## src/rtl/spectrum_pkg.sv

```systemverilog
// Shared spectrum-analyzer definitions: loader state encoding, default RAM geometry
// and a bit-reverse helper sized for the default address width.
package spectrum_pkg;

  localparam int RAM_WIDTH_DEF     = 18;
  localparam int RAM_ADDR_BITS_DEF = 10;
  localparam int SAMPLE_WIDTH_DEF  = 16;

  typedef enum logic [1:0] {
    IDLE    = 2'd0,
    FILL    = 2'd1,
    FLUSH   = 2'd2,
    HANDOFF = 2'd3
  } loaderState_e;

  function automatic logic [RAM_ADDR_BITS_DEF-1:0] bitReverse(
    input logic [RAM_ADDR_BITS_DEF-1:0] value
  );
    logic [RAM_ADDR_BITS_DEF-1:0] result;
    result = '0;
    for (int i = 0; i < RAM_ADDR_BITS_DEF; i++) begin
      result[i] = value[RAM_ADDR_BITS_DEF-1-i];
    end
    return result;
  endfunction

endpackage

```

## src/rtl/bit_reverse.sv

```systemverilog
// Pure combinational bit-order reversal over a parameterized width; used to produce
// decimation-in-time RAM addresses from the natural sample index.
module bit_reverse #(
  parameter int WIDTH = 10
) (
  input  logic [WIDTH-1:0] din,
  output logic [WIDTH-1:0] dout
);

  for (genvar i = 0; i < WIDTH; i++) begin : gRev
    assign dout[i] = din[WIDTH-1-i];
  end

endmodule

```

## src/rtl/fft_sample_loader.sv

```systemverilog
// Streams one frame of ADC samples into the FFT input RAM (port A) and hands the frame
// to the FFT controller. Define FFT_BITREV_EN for bit-reversed write addressing.
module fft_sample_loader
  import spectrum_pkg::*;
#(
  parameter int RAM_WIDTH     = RAM_WIDTH_DEF,
  parameter int RAM_ADDR_BITS = RAM_ADDR_BITS_DEF,
  parameter int SAMPLE_WIDTH  = SAMPLE_WIDTH_DEF
) (
  input  logic                     Clk,
  input  logic                     reset,
  input  logic                     start,
  input  logic                     sample_valid,
  input  logic [SAMPLE_WIDTH-1:0]  sample_data,
  output logic                     sample_ready,
  output logic [RAM_ADDR_BITS-1:0] ram_addr,
  output logic [RAM_WIDTH-1:0]     ram_din,
  output logic                     ram_we,
  output logic                     frame_ready,
  input  logic                     frame_ack,
  output logic                     overrun,
  output loaderState_e             dbgState
);

  // Handshake: a sample moves when sample_valid && sample_ready are both high at a
  // rising edge; sample_ready is registered and only high in FILL. Offers made while
  // not ready are dropped and flagged on the sticky overrun output.

  loaderState_e state, stateNext;
  logic [RAM_ADDR_BITS-1:0] count;
  logic [RAM_ADDR_BITS-1:0] writeAddr;
  logic [1:0]               flushCnt;
  logic [RAM_WIDTH-1:0]     dataPipe;
  logic                     wePipe;
  logic signed [RAM_WIDTH-1:0] sampleExt;
  logic transfer;
  logic lastTransfer;
  logic startAccepted;

  assign transfer      = sample_valid && sample_ready;
  assign lastTransfer  = transfer && (count == {RAM_ADDR_BITS{1'b1}});
  assign startAccepted = (state == IDLE) && start;
  assign sampleExt     = RAM_WIDTH'($signed(sample_data));
  assign dbgState      = state;

`ifdef FFT_BITREV_EN
  bit_reverse #(.WIDTH(RAM_ADDR_BITS)) uBitReverse (
    .din  (count),
    .dout (writeAddr)
  );
`else
  assign writeAddr = count;
`endif

  always_comb begin
    stateNext = state;
    case (state)
      IDLE:    if (start)          stateNext = FILL;
      FILL:    if (lastTransfer)   stateNext = FLUSH;
      // Hold until the last word has been committed by the RAM.
      FLUSH:   if (flushCnt == 2'd2) stateNext = HANDOFF;
      HANDOFF: if (frame_ack)      stateNext = IDLE;
      default:                     stateNext = IDLE;
    endcase
  end

  always_ff @(posedge Clk or negedge reset) begin
    if (!reset) begin
      state        <= IDLE;
      count        <= '0;
      flushCnt     <= '0;
      dataPipe     <= '0;
      wePipe       <= 1'b0;
      sample_ready <= 1'b0;
      ram_addr     <= '0;
      ram_din      <= '0;
      ram_we       <= 1'b0;
      frame_ready  <= 1'b0;
      overrun      <= 1'b0;
    end else begin
      state        <= stateNext;
      sample_ready <= (stateNext == FILL);
      frame_ready  <= (stateNext == HANDOFF);
      flushCnt     <= (state == FLUSH) ? flushCnt + 2'd1 : 2'd0;

      if (startAccepted)  count <= '0;
      else if (transfer)  count <= count + RAM_ADDR_BITS'(1);

      // Address goes out on the transfer edge; data and write enable follow one edge later.
      if (transfer) begin
        ram_addr <= writeAddr;
        dataPipe <= sampleExt;
      end
      wePipe <= transfer;
      ram_we <= wePipe;
      if (wePipe) ram_din <= dataPipe;

      if (startAccepted)                     overrun <= 1'b0;
      else if (sample_valid && !sample_ready) overrun <= 1'b1;
    end
  end

endmodule

```

## config.mk

```make
export PLATFORM = sky130hd
export DESIGN_NAME = fft_sample_loader
export DESIGN_NICKNAME = d
export VERILOG_FILES = /design/src/rtl/spectrum_pkg.sv /design/src/rtl/bit_reverse.sv /design/src/rtl/fft_sample_loader.sv
export SDC_FILE = /design/constraint.sdc
export NUM_CORES = 1
export LEC_CHECK = 0
export BUFFER_PORTS_ARGS = -buffer_cell sky130_fd_sc_hd__buf_2
export CAP_MARGIN = 20
export CORE_MARGIN = 3
export CORE_UTILIZATION = 50
export CTS_BUF_LIST = sky130_fd_sc_hd__clkbuf_8
export CTS_CLUSTER_DIAMETER = 40
export DETAILED_ROUTE_END_ITERATION = 16
export PLACE_DENSITY = 0.75
export SETUP_SLACK_MARGIN = 0.05
export SLEW_MARGIN = 10
export SYNTH_ARGS = -nofsm -noshare
export SYNTH_HDL_FRONTEND = slang
export SYNTH_SLANG_ARGS = --single-unit
export TNS_END_PERCENT = 1
```

## constraint.sdc

```tcl
create_clock -name Clk -period 2.99 [get_ports Clk]
set_input_delay 0.598 -clock Clk [delete_from_list [all_inputs] [get_ports Clk]]
set_output_delay 0.598 -clock Clk [all_outputs]
set_load 0.02 [all_outputs]
```

== Yosys cells after proc, flatten, opt, wreduce, memory -nomap -nowiden ==
Index checks and enable logic that the tools add are counted.

* Shift-type cells: 0
* $lt $le $gt $ge: 0
* Muxes and demuxes: 10
* Multipliers: 0
* Reductions and logical operators: 8
* Equal/unequal tests: 7
* Divide/modulo/power cells: 0
* Bitwise operators: 0
* $add $sub $neg: 2

{| class="wikitable"
|+ Operator list
! kind !! number
|-
| $mux W10 || 2
|-
| $add A10 B1 Y10 const B || 1
|-
| $eq A10 B10 Y1 const B || 1
|-
| $mux W2 || 5
|-
| $eq A2 B2 Y1 const B || 4
|-
| $pmux W2 S4 || 1
|-
| $eq A2 B1 Y1 const B || 2
|-
| $logic_and A1 B1 Y1 || 4
|-
| $reduce_bool A2 Y1 || 2
|-
| $add A2 B1 Y2 const B || 1
|-
| $logic_not A2 Y1 || 1
|-
| $mux W1 || 2
|-
| $logic_not A1 Y1 || 1
|}

* Register bits: 61
* Bits in latches: 0
* Output and inout port bits: 34
* Memories kept: 0
* Memory bits (writable): 0
* Input bits: 21
* Logic and storage cells: 38
* Memory bits (read-only): 0

== Depth between registers and ports, before layout ==
Gate-level depths: netlist (run 1).

* Depth after elaboration: 5
* Depth in mapped cells: 5
* Gate-level depth less buffers: 4

== Worst setup path after synthesis (run 1) ==
No wires, ideal clock.

* Kind: input port to flip-flop
* Start: input sample_valid
* End: register dataPipe[10]
* Arrival: 1.390 ns
* Required time: 2.865 ns
* Stages: 4
* Buffers on the path: 1
* Library setup time: 0.125 ns
* Path slack: 1.475 ns
* Cells stage by stage: nand2_1 > inv_2 > buf_4 > mux2_2

* Longest elaborated chain between the ends: 1

{| class="wikitable"
|+ Ends and longest elaborated chain
! element !! RTL line !! text
|-
| start: declaration || fft_sample_loader.sv:13 || <nowiki>input logic sample_valid,</nowiki>
|-
| $logic_and A1 B1 Y1 || fft_sample_loader.sv:40 || <nowiki>assign transfer = sample_valid && sample_ready;</nowiki>
|-
| net transfer || fft_sample_loader.sv:36 || <nowiki>logic transfer;</nowiki>
|-
| end signal: assignment || fft_sample_loader.sv:92 || <nowiki>dataPipe <= sampleExt;</nowiki>
|-
| end: declaration || fft_sample_loader.sv:33 || <nowiki>logic [RAM_WIDTH-1:0] dataPipe;</nowiki>
|}

The timed path passes the listed nets, and every way through them passes these cells.
A chain may end at the register's enable or synchronous reset.

== Worst setup path in the final report (run 1) ==
* Start: register sample_ready
* End: register dataPipe[9]

* Longest elaborated chain between the ends: 1

{| class="wikitable"
|+ Ends and longest elaborated chain
! element !! RTL line !! text
|-
| start: declaration || fft_sample_loader.sv:15 || <nowiki>output logic sample_ready,</nowiki>
|-
| start signal: assignment || fft_sample_loader.sv:82 || <nowiki>sample_ready <= (stateNext == FILL);</nowiki>
|-
| $logic_and A1 B1 Y1 || fft_sample_loader.sv:40 ||
|}

No other way between the ends.

==> results of run 1 <==
[cell type report]
type,count,area share
Tap cell,52,0.02222
Clock inverter,5,0.02521
Inverter,7,0.008974
Timing Repair Buffer,55,0.09487
Multi-Input combinational cell,99,0.2756
Sequential cell,61,0.5214
Clock buffer,11,0.05171
[cell usage after synthesis]
cell type	number	area, um2
a21boi_0	1	7.510
a21o_1	1	7.510
a21oi_1	7	35.03
buf_2	1	5.000
buf_4	3	22.52
buf_6	1	11.26
clkbuf_1	2	7.510
dfrtp_1	61	1526
ha_1	2	25.02
inv_1	6	22.52
inv_2	1	3.750
mux2_2	39	439.2
mux2i_1	1	10.01
nand2_1	11	41.29
nand2b_1	2	12.51
nand3_1	4	20.02
nand4_1	1	6.260
nand4_2	1	12.51
nor2_1	6	22.52
nor3b_2	1	12.51
nor4_1	2	12.51
o21a_1	1	7.510
o21ai_0	5	25.02
o21bai_1	1	7.510
o311ai_0	1	8.760
o31ai_1	3	22.52
o41ai_1	1	8.760
or3_1	1	6.260
or3_2	1	7.510
or3b_2	1	8.760
or4_1	3	22.52
xnor2_1	1	8.760
xor2_1	1	8.760
[logic make-up (layout without fill, tap and decap cells)]
kind of cell | after synthesis | in the layout
adders and majority gates | 2 | 2
buffers and inverters | 14 | 78
AOI/OAI and AO/OA | 21 | 21
muxes | 40 | 40
xor gates and xnor gates | 2 | 2
and+or+nand+nor | 34 | 34
DFF | 61 | 61
[report_power, final]
part           total (mW)  internal, mW  leakage (nW)  switching (mW)
Clock               0.807         0.509         0.121           0.299
Sequential           1.05         0.957         0.745          0.0929
Combinational       0.409         0.171         0.539           0.238
Total                2.27          1.64          1.40           0.629
[state kept, by name (all words and copies together), names as in the netlist]
name	count
wePipe	1
overrun	1
frame_ready	1
ram_addr	10
ram_din	16
count	10
ram_we	1
flushCnt	2
sample_ready	1
dbgState	2
dataPipe	16
[per-layer routing]
metal	wire length, um	vias to the layer above	part of all wire	global-route usage
met1	1978	737	0.49	0.2190
met2	1748	40	0.44	0.2215
met5	0	-	0	0
li1	-	732	-	-
met3	218	6	0.054	0.04090
met4	61	0	0.015	0.09903
[final timing paths]
path                       depth (start not counted)         start     endpoint
max                                                3  sample_ready  dataPipe[9]
min                                                2         reset     count[7]
max reg2reg                                        3  sample_ready  dataPipe[9]
min reg2reg                                        1   flushCnt[0]  flushCnt[0]
max in group asynchronous                          2         reset   ram_din[6]
min in group Clk                                   1   flushCnt[0]  flushCnt[0]
[worst register-to-register path: stages (launching register included)]
cell	delay, ns
dfrtp_1	0.46
nand2_1	0.36
inv_2	0.44
mux2_2	0.39
[per-stage QoR]
step	hold slack, ns	area (um2)
floorplan	0.3024	2406
global placement	0.4134	2703
detailed placement	0.4204	2703
CTS	0.4296	2928
global route	0.4459	2928
finish	0.4244	2928
==> results.json, run 1 <==
{
  "hold_viol": 0,
  "cts.sinks": 61,
  "final_common_cell": "dfrtp_1",
  "seq_area_mm2": 0.001526,
  "finalNonFillerCells": 290,
  "cap_violations": 0,
  "synthMuxAreaShare": 0.1867,
  "grt_overflow_total": 0,
  "nets": 256,
  "post-cts-setup-buffers": 0,
  "synth-adder-area-share": 0.01040,
  "synth_compound_area_frac": 0.05408,
  "gp_congestion": 0.7927,
  "num_vias": 1515,
  "core-area_mm2": 0.004504,
  "diodes": 0,
  "grt_max_degree": 62,
  "place_hpwl_um": 2768,
  "yosys.area_share.simple": 0.07696,
  "syn-instance-count": 174,
  "htreeDepth": 3,
  "rows": 24,
  "routed_wl_um": 4007,
  "crit_buf_inv": 1,
  "final.setup.tns_ns": 0,
  "finalPower_mw": 2.267,
  "setup_ws_ns": 1.225,
  "cp.required_ns": 3.20,
  "area_growth_pct": 21.68,
  "mostFrequentLayoutCells": "dfrtp_1, buf_2, mux2_2",
  "rsz0062_at_grt": "false",
  "cts_tree": "yes",
  "hold_class": "input port to asynchronous set/reset pin",
  "cts_buffers": 9,
  "ys_ff_latch": 61,
  "preCtsSetupSlack_ns": 0.9775,
  "p_per_area_mw_per_mm2": 774.3,
  "antenna_found_initial": 0,
  "die_area_mm2": 0.005681,
  "start_kind": "flop",
  "crit_chain": "nand2_1, inv_2, mux2_2",
  "drc": 0,
  "status": "complete, no violations",
  "tightestPinTransition_ns": 0.7394,
  "dr.pass1.iters": 6,
  "timing.fmax_ghz": 0.5667,
  "syn_nets": 197,
  "cts_resized": 0,
  "wire_per_inst_um": 13.82,
  "cpMaxStageDelayCell": "dfrtp_1",
  "pin_count": 55,
  "reg2reg_slack_ns": 1.23,
  "initial_core_util": 0.5342,
  "viasPerCell": 5.224,
  "syn_area_mm2": 0.002406,
  "yosysSeqAreaShare": 0.6344,
  "worstSetupEndpointType": "flop",
  "die_width_um": 75.37,
  "slew-limit-headroom": 0.5070,
  "clock_latency_ns": 0.33,
  "fin_crit_sh": 0.5901,
  "cts-root-buf": "clkbuf_8",
  "path_class": "flop to flop",
  "maxSlewViolCount": 0,
  "grt_pass1_wl_um": 6603,
  "grt_pass1_vias": 1427,
  "worstPathArrival_ns": 1.97,
  "postRouteAntennaNets": 0,
  "peakVddDrop_mv": 0.3449,
  "setup_violations": 0,
  "synth_top_family_by_area": "multiplexers",
  "hold_buffers": 0,
  "multi_input_area_um2": 807.0,
  "slowest_delay_ns": 0.46,
  "leakage_nw": 1.405,
  "syn_avg_cell_area_um2": 13.83,
  "synth_cell_types": 33,
  "fillers": 367,
  "path_clk_slew_ns": 0.06,
  "yosys_warnings": 0,
  "path_max_fanout": 19,
  "period_minus_slack_ns": 1.765,
  "synthXorXnorAreaFrac": 0.007280,
  "cts_max_path_buffers": 2,
  "drt_iter0_drc": 99,
  "layout-drive-gt1-share": 0.4790,
  "fin_skew_ns": 0.006197,
  "io_buffers": 54,
  "dp_cells": 274,
  "post-route-util": 0.6500,
  "gr-usage-all-layers": 0.1580,
  "die_y_um": 75.37,
  "crit_family": "flip-flops"
}
No activity file was read; power rests on OpenSTA's default activity.
==> inputs of run 2 (changes only) <==
==> constraint.sdc (replaced) <==
create_clock -name Clk -period 1.75 [get_ports Clk]
set_input_delay 0.35 -clock Clk [delete_from_list [all_inputs] [get_ports Clk]]
set_output_delay 0.35 -clock Clk [all_outputs]
set_load 0.02 [all_outputs]
==> results.json, run 2 (synthesis results as in run 1) <==
{
  "postRouteAntennaNets": 0,
  "path_max_fanout": 12,
  "pwr-share-comb": 0.196,
  "die_width_um": 75.37,
  "hold_buffers": 0,
  "path_clk_slew_ns": 0.06,
  "pin_count": 55,
  "r2r-end": "dbgState[0]",
  "hold_class": "input port to asynchronous set/reset pin",
  "gp_congestion": 0.7471,
  "largestRegisters": "dataPipe x16, ram_din x16",
  "finalPower_mw": 3.650,
  "die_area_mm2": 0.005681,
  "layout-drive-gt1-share": 0.4833,
  "cts_resized": 0,
  "slew-limit-headroom": 0.6641,
  "place_hpwl_um": 2846,
  "r2r-start": "sample_ready",
  "seq_power_share": 0.489,
  "fin_skew_ns": 0.005883,
  "leakage_nw": 1.400,
  "routed_wl_um": 4089,
  "cp.required_ns": 1.94,
  "cts.sinks": 61,
  "cts_tree": "yes",
  "setup_violations": 0,
  "swShare": 0.2954,
  "drt_iter0_drc": 81,
  "post-route-util": 0.6478,
  "wire_per_inst_um": 14.00,
  "grt_pass1_vias": 1448,
  "final.setup.tns_ns": 0,
  "die_y_um": 75.37,
  "reg2reg_slack_ns": 0.21,
  "path_class": "flop to flop",
  "status": "complete, no violations",
  "start_kind": "flop",
  "r2r_cells": 3,
  "clockPowerShare": 0.314,
  "final_area_mm2": 0.002918,
  "cap_violations": 0,
  "internal_power_mw": 2.572,
  "area_growth_pct": 21.27,
  "io_buffers": 54,
  "grt_max_degree": 62,
  "worstPathArrival_ns": 1.73,
  "core-area_mm2": 0.004504,
  "peakVddDrop_mv": 0.7132,
  "diodes": 0,
  "cts-root-buf": "clkbuf_8",
  "cts_max_path_buffers": 2,
  "gr-usage-all-layers": 0.1636,
  "switchingPower_mw": 1.078,
  "final_common_cell": "dfrtp_1",
  "rsz0062_at_grt": "false",
  "maxSlewViolCount": 0,
  "dr.pass1.iters": 4,
  "worstSetupStartpoint": "sample_ready",
  "num_vias": 1528,
  "mostFrequentLayoutCells": "dfrtp_1, buf_2, mux2_2",
  "p_per_area_mw_per_mm2": 1251,
  "placed_area_mm2": 0.002738,
  "htreeDepth": 3,
  "worstSetupEndpointType": "flop",
  "nets": 259,
  "rows": 24,
  "holdWs_ns": 0.02989,
  "fin_crit_sh": 0.8795,
  "grt_overflow_total": 0,
  "timing.fmax_ghz": 0.6497,
  "initial_core_util": 0.5342,
  "tightestPinTransition_ns": 0.4992,
  "cts_buffers": 9,
  "endpoint": "dbgState[0]",
  "drc": 0,
  "clock_latency_ns": 0.32,
  "viasPerCell": 5.233,
  "hold_viol": 0,
  "post-cts-setup-buffers": 0,
  "antenna_found_initial": 0,
  "period_minus_slack_ns": 1.539,
  "grt_pass1_wl_um": 6789
}
-- run 2: cell type report --
class | instances | area, um2
clock buffer | 9 | 123.9
clock inverter | 6 | 56.30
fill | 349 | 1587
inverter | 7 | 26.28
multi-input combinational | 99 | 807.0
sequential | 61 | 1526
tap | 52 | 65.06
timing repair buffer | 58 | 312.8
-- run 2: per-layer routing --
metal	routed length, um	up-vias	global-route usage
li1	-	741	-
met1	1923	736	0.2245
met2	1871	43	0.2291
met3	224	8	0.05277
met4	70	0	0.09320
met5	0	-	0
-- run 2: worst min-delay path by stage --
stage | depth (start not counted) | slack, ns | end
2_1_floorplan | 0 | 0.05 | count[0]
3_3_place_gp | 2 | 0.38 | ram_addr[7]
3_5_place_dp | 2 | 0.38 | ram_addr[7]
4_1_cts | 2 | 0.03 | ram_addr[7]
5_1_grt | 2 | 0.04 | ram_addr[5]
6_report | 2 | 0.03 | count[9]
-- run 2: per-stage QoR --
stage               cells  worst slack, ns
finish                292           0.2108
floorplan             174           0.2486
global placement      277           0.2845
CTS                   292           0.2359
detailed placement    277           0.2454
global route          292          0.08152
-- run 2: power by group through the flow --
| stage | clock network, mW | logic, mW | registers, mW |
|---|---|---|---|
| floorplan | 0 | 0.341 | 1.94 |
| finish | 1.15 | 0.717 | 1.79 |
| CTS | 1.19 | 0.732 | 1.79 |
| global placement | 0 | 0.709 | 1.81 |
| detailed placement | 0 | 0.730 | 1.81 |
| global route | 1.25 | 0.807 | 1.82 |
-- run 2: worst max-delay path, cell delays in order, from the launching register on --
cell,delay [ns]
dfrtp_1,0.45
nand4_2,0.29
nor4_1,0.55
o21bai_1,0.12
==> inputs of run 3 (changes only) <==
==> constraint.sdc (replaced) <==
create_clock -name Clk -period 1.5 [get_ports Clk]
set_input_delay 0.3 -clock Clk [delete_from_list [all_inputs] [get_ports Clk]]
set_output_delay 0.3 -clock Clk [all_outputs]
set_load 0.02 [all_outputs]
==> results.json, run 3 (synthesis results as in run 1) <==
{
  "start_kind": "flop",
  "fillers": 335,
  "cts_tree": "yes",
  "finalPower_mw": 4.451,
  "rows": 24,
  "setup_ws_ns": 0.1180,
  "nets": 268,
  "pwr-share-comb": 0.206,
  "cts_buffers": 9,
  "antenna_found_initial": 0,
  "crit_chain": "ha_4, inv_4, or4_4, a21oi_2",
  "peakVddDrop_mv": 0.8324,
  "viasPerCell": 5.182,
  "p_per_area_mw_per_mm2": 1465,
  "status": "complete, no violations",
  "timing.fmax_ghz": 0.7236,
  "grt_pass1_wl_um": 6775,
  "postRouteAntennaNets": 0,
  "worstPathArrival_ns": 1.64,
  "layout-drive-gt1-share": 0.5160,
  "area_growth_pct": 26.26,
  "grt_max_degree": 62,
  "seq_area_mm2": 0.001528,
  "largestRegisters": "dataPipe x16, ram_din x16",
  "hold_viol": 0,
  "core-area_mm2": 0.004504,
  "initial_core_util": 0.5342,
  "internal_power_mw": 3.104,
  "pin_count": 55,
  "cap_violations": 0,
  "num_vias": 1565,
  "hold_class": "input port to flop",
  "seq_power_share": 0.476,
  "period_minus_slack_ns": 1.382,
  "slew-limit-headroom": 0.7949,
  "multi_input_area_um2": 848.3,
  "switchingPower_mw": 1.348,
  "tightestPinTransition_ns": 0.3038,
  "gr-usage-all-layers": 0.1633,
  "reg2reg_slack_ns": 0.12,
  "path_max_fanout": 7,
  "io_buffers": 54,
  "htreeDepth": 3,
  "preCtsSetupSlack_ns": 0.009923,
  "mostFrequentLayoutCells": "dfrtp_1, buf_2, mux2_2",
  "worstSetupEndpointType": "flop",
  "post-route-util": 0.6744,
  "finalNonFillerCells": 302,
  "fin_crit_sh": 0.9213,
  "drc": 0,
  "fin_skew_ns": 0.004340,
  "grt_pass1_vias": 1443,
  "rsz0062_at_grt": "true",
  "cts.sinks": 61,
  "die_width_um": 75.37,
  "leakage_nw": 1.452,
  "path_class": "flop to flop",
  "path_clk_slew_ns": 0.07,
  "slowest_delay_ns": 0.52,
  "place_hpwl_um": 2888,
  "cts_max_path_buffers": 2,
  "grt_overflow_total": 0,
  "maxSlewViolCount": 0,
  "cts-root-buf": "clkbuf_8",
  "dr.pass1.iters": 4,
  "cp.required_ns": 1.76,
  "final.setup.tns_ns": 0,
  "routed_wl_um": 4446,
  "final_common_cell": "dfrtp_1",
  "diodes": 0,
  "gp_congestion": 0.7806,
  "drt_iter0_drc": 121,
  "clock_latency_ns": 0.33,
  "swShare": 0.3028,
  "die_area_mm2": 0.005681,
  "clockPowerShare": 0.317,
  "setup_violations": 0,
  "die_y_um": 75.37,
  "wire_per_inst_um": 14.72,
  "dp_cells": 283,
  "cpMaxStageDelayCell": "or4_4"
}
==> run 3: layer usage <==
metal	global-route usage	wire [um]
met2	0.2435	2052
met5	0	0
met4	0.09903	101
met3	0.04090	222
met1	0.2153	2070
==> run 3: path summary, 6_finish.rpt <==
| kind | from | endpoint | cells after the start |
|---|---|---|---|
| worst max-delay path | count[0] | count[6] | 4 |
| worst min-delay path | sample_data[15] | dataPipe[15] | 2 |
| worst max register to register | count[0] | count[6] | 4 |
| worst min register to register | flushCnt[0] | flushCnt[0] | 1 |
| max in group asynchronous | reset | sample_ready | 3 |
| min in group asynchronous | reset | ram_addr[4] | 3 |
==> run 3: metrics by stage <==
stage | cell area, um2 | hold slack (ns)
6_report | 3038 | 0.1966
5_1_grt | 3038 | 0.1927
4_1_cts | 2995 | 0.1801
3_5_place_dp | 2784 | 0.3309
3_3_place_gp | 2784 | 0.3330
2_1_floorplan | 2407 | 0.004409
==> run 3: layout make-up <==
class	count	share of cell area
clock buffer	10	0.04530
clock inverter	6	0.01812
inverter	7	0.009473
multi-input combinational	100	0.2792
sequential	61	0.5029
tap	52	0.02142
timing repair buffer	66	0.1236
==> run 3: what timing repair did <==
item                                   CTS  global route
cloned                                   0             1
endpoints found under the hold margin   61             0
pin swaps                                0             3
buffers inserted                         0             1
hold buffers                             1             0
setup endpoints to repair                2             3
resized for setup                        1             6
==> run 3: power groups by stage <==
stage / sequential [mW] / clock, mW / combinational [mW]
6_report: 2.12 / 1.41 / 0.919
4_1_cts: 2.10 / 1.45 / 0.871
5_1_grt: 2.16 / 1.53 / 1.01
2_1_floorplan: 2.26 / 0 / 0.398
3_3_place_gp: 2.10 / 0 / 0.843
3_5_place_dp: 2.12 / 0 / 0.861
==> run 3: worst max-delay path: cells and delay by family, from the launching register on <==
kind	cells	cell delay, ns
AOI/OAI and AO/OA	1	0.13
DFF	1	0.43
buffers and inverters	1	0.05
and+or+nand+nor	1	0.52
adders and majority gates	1	0.18
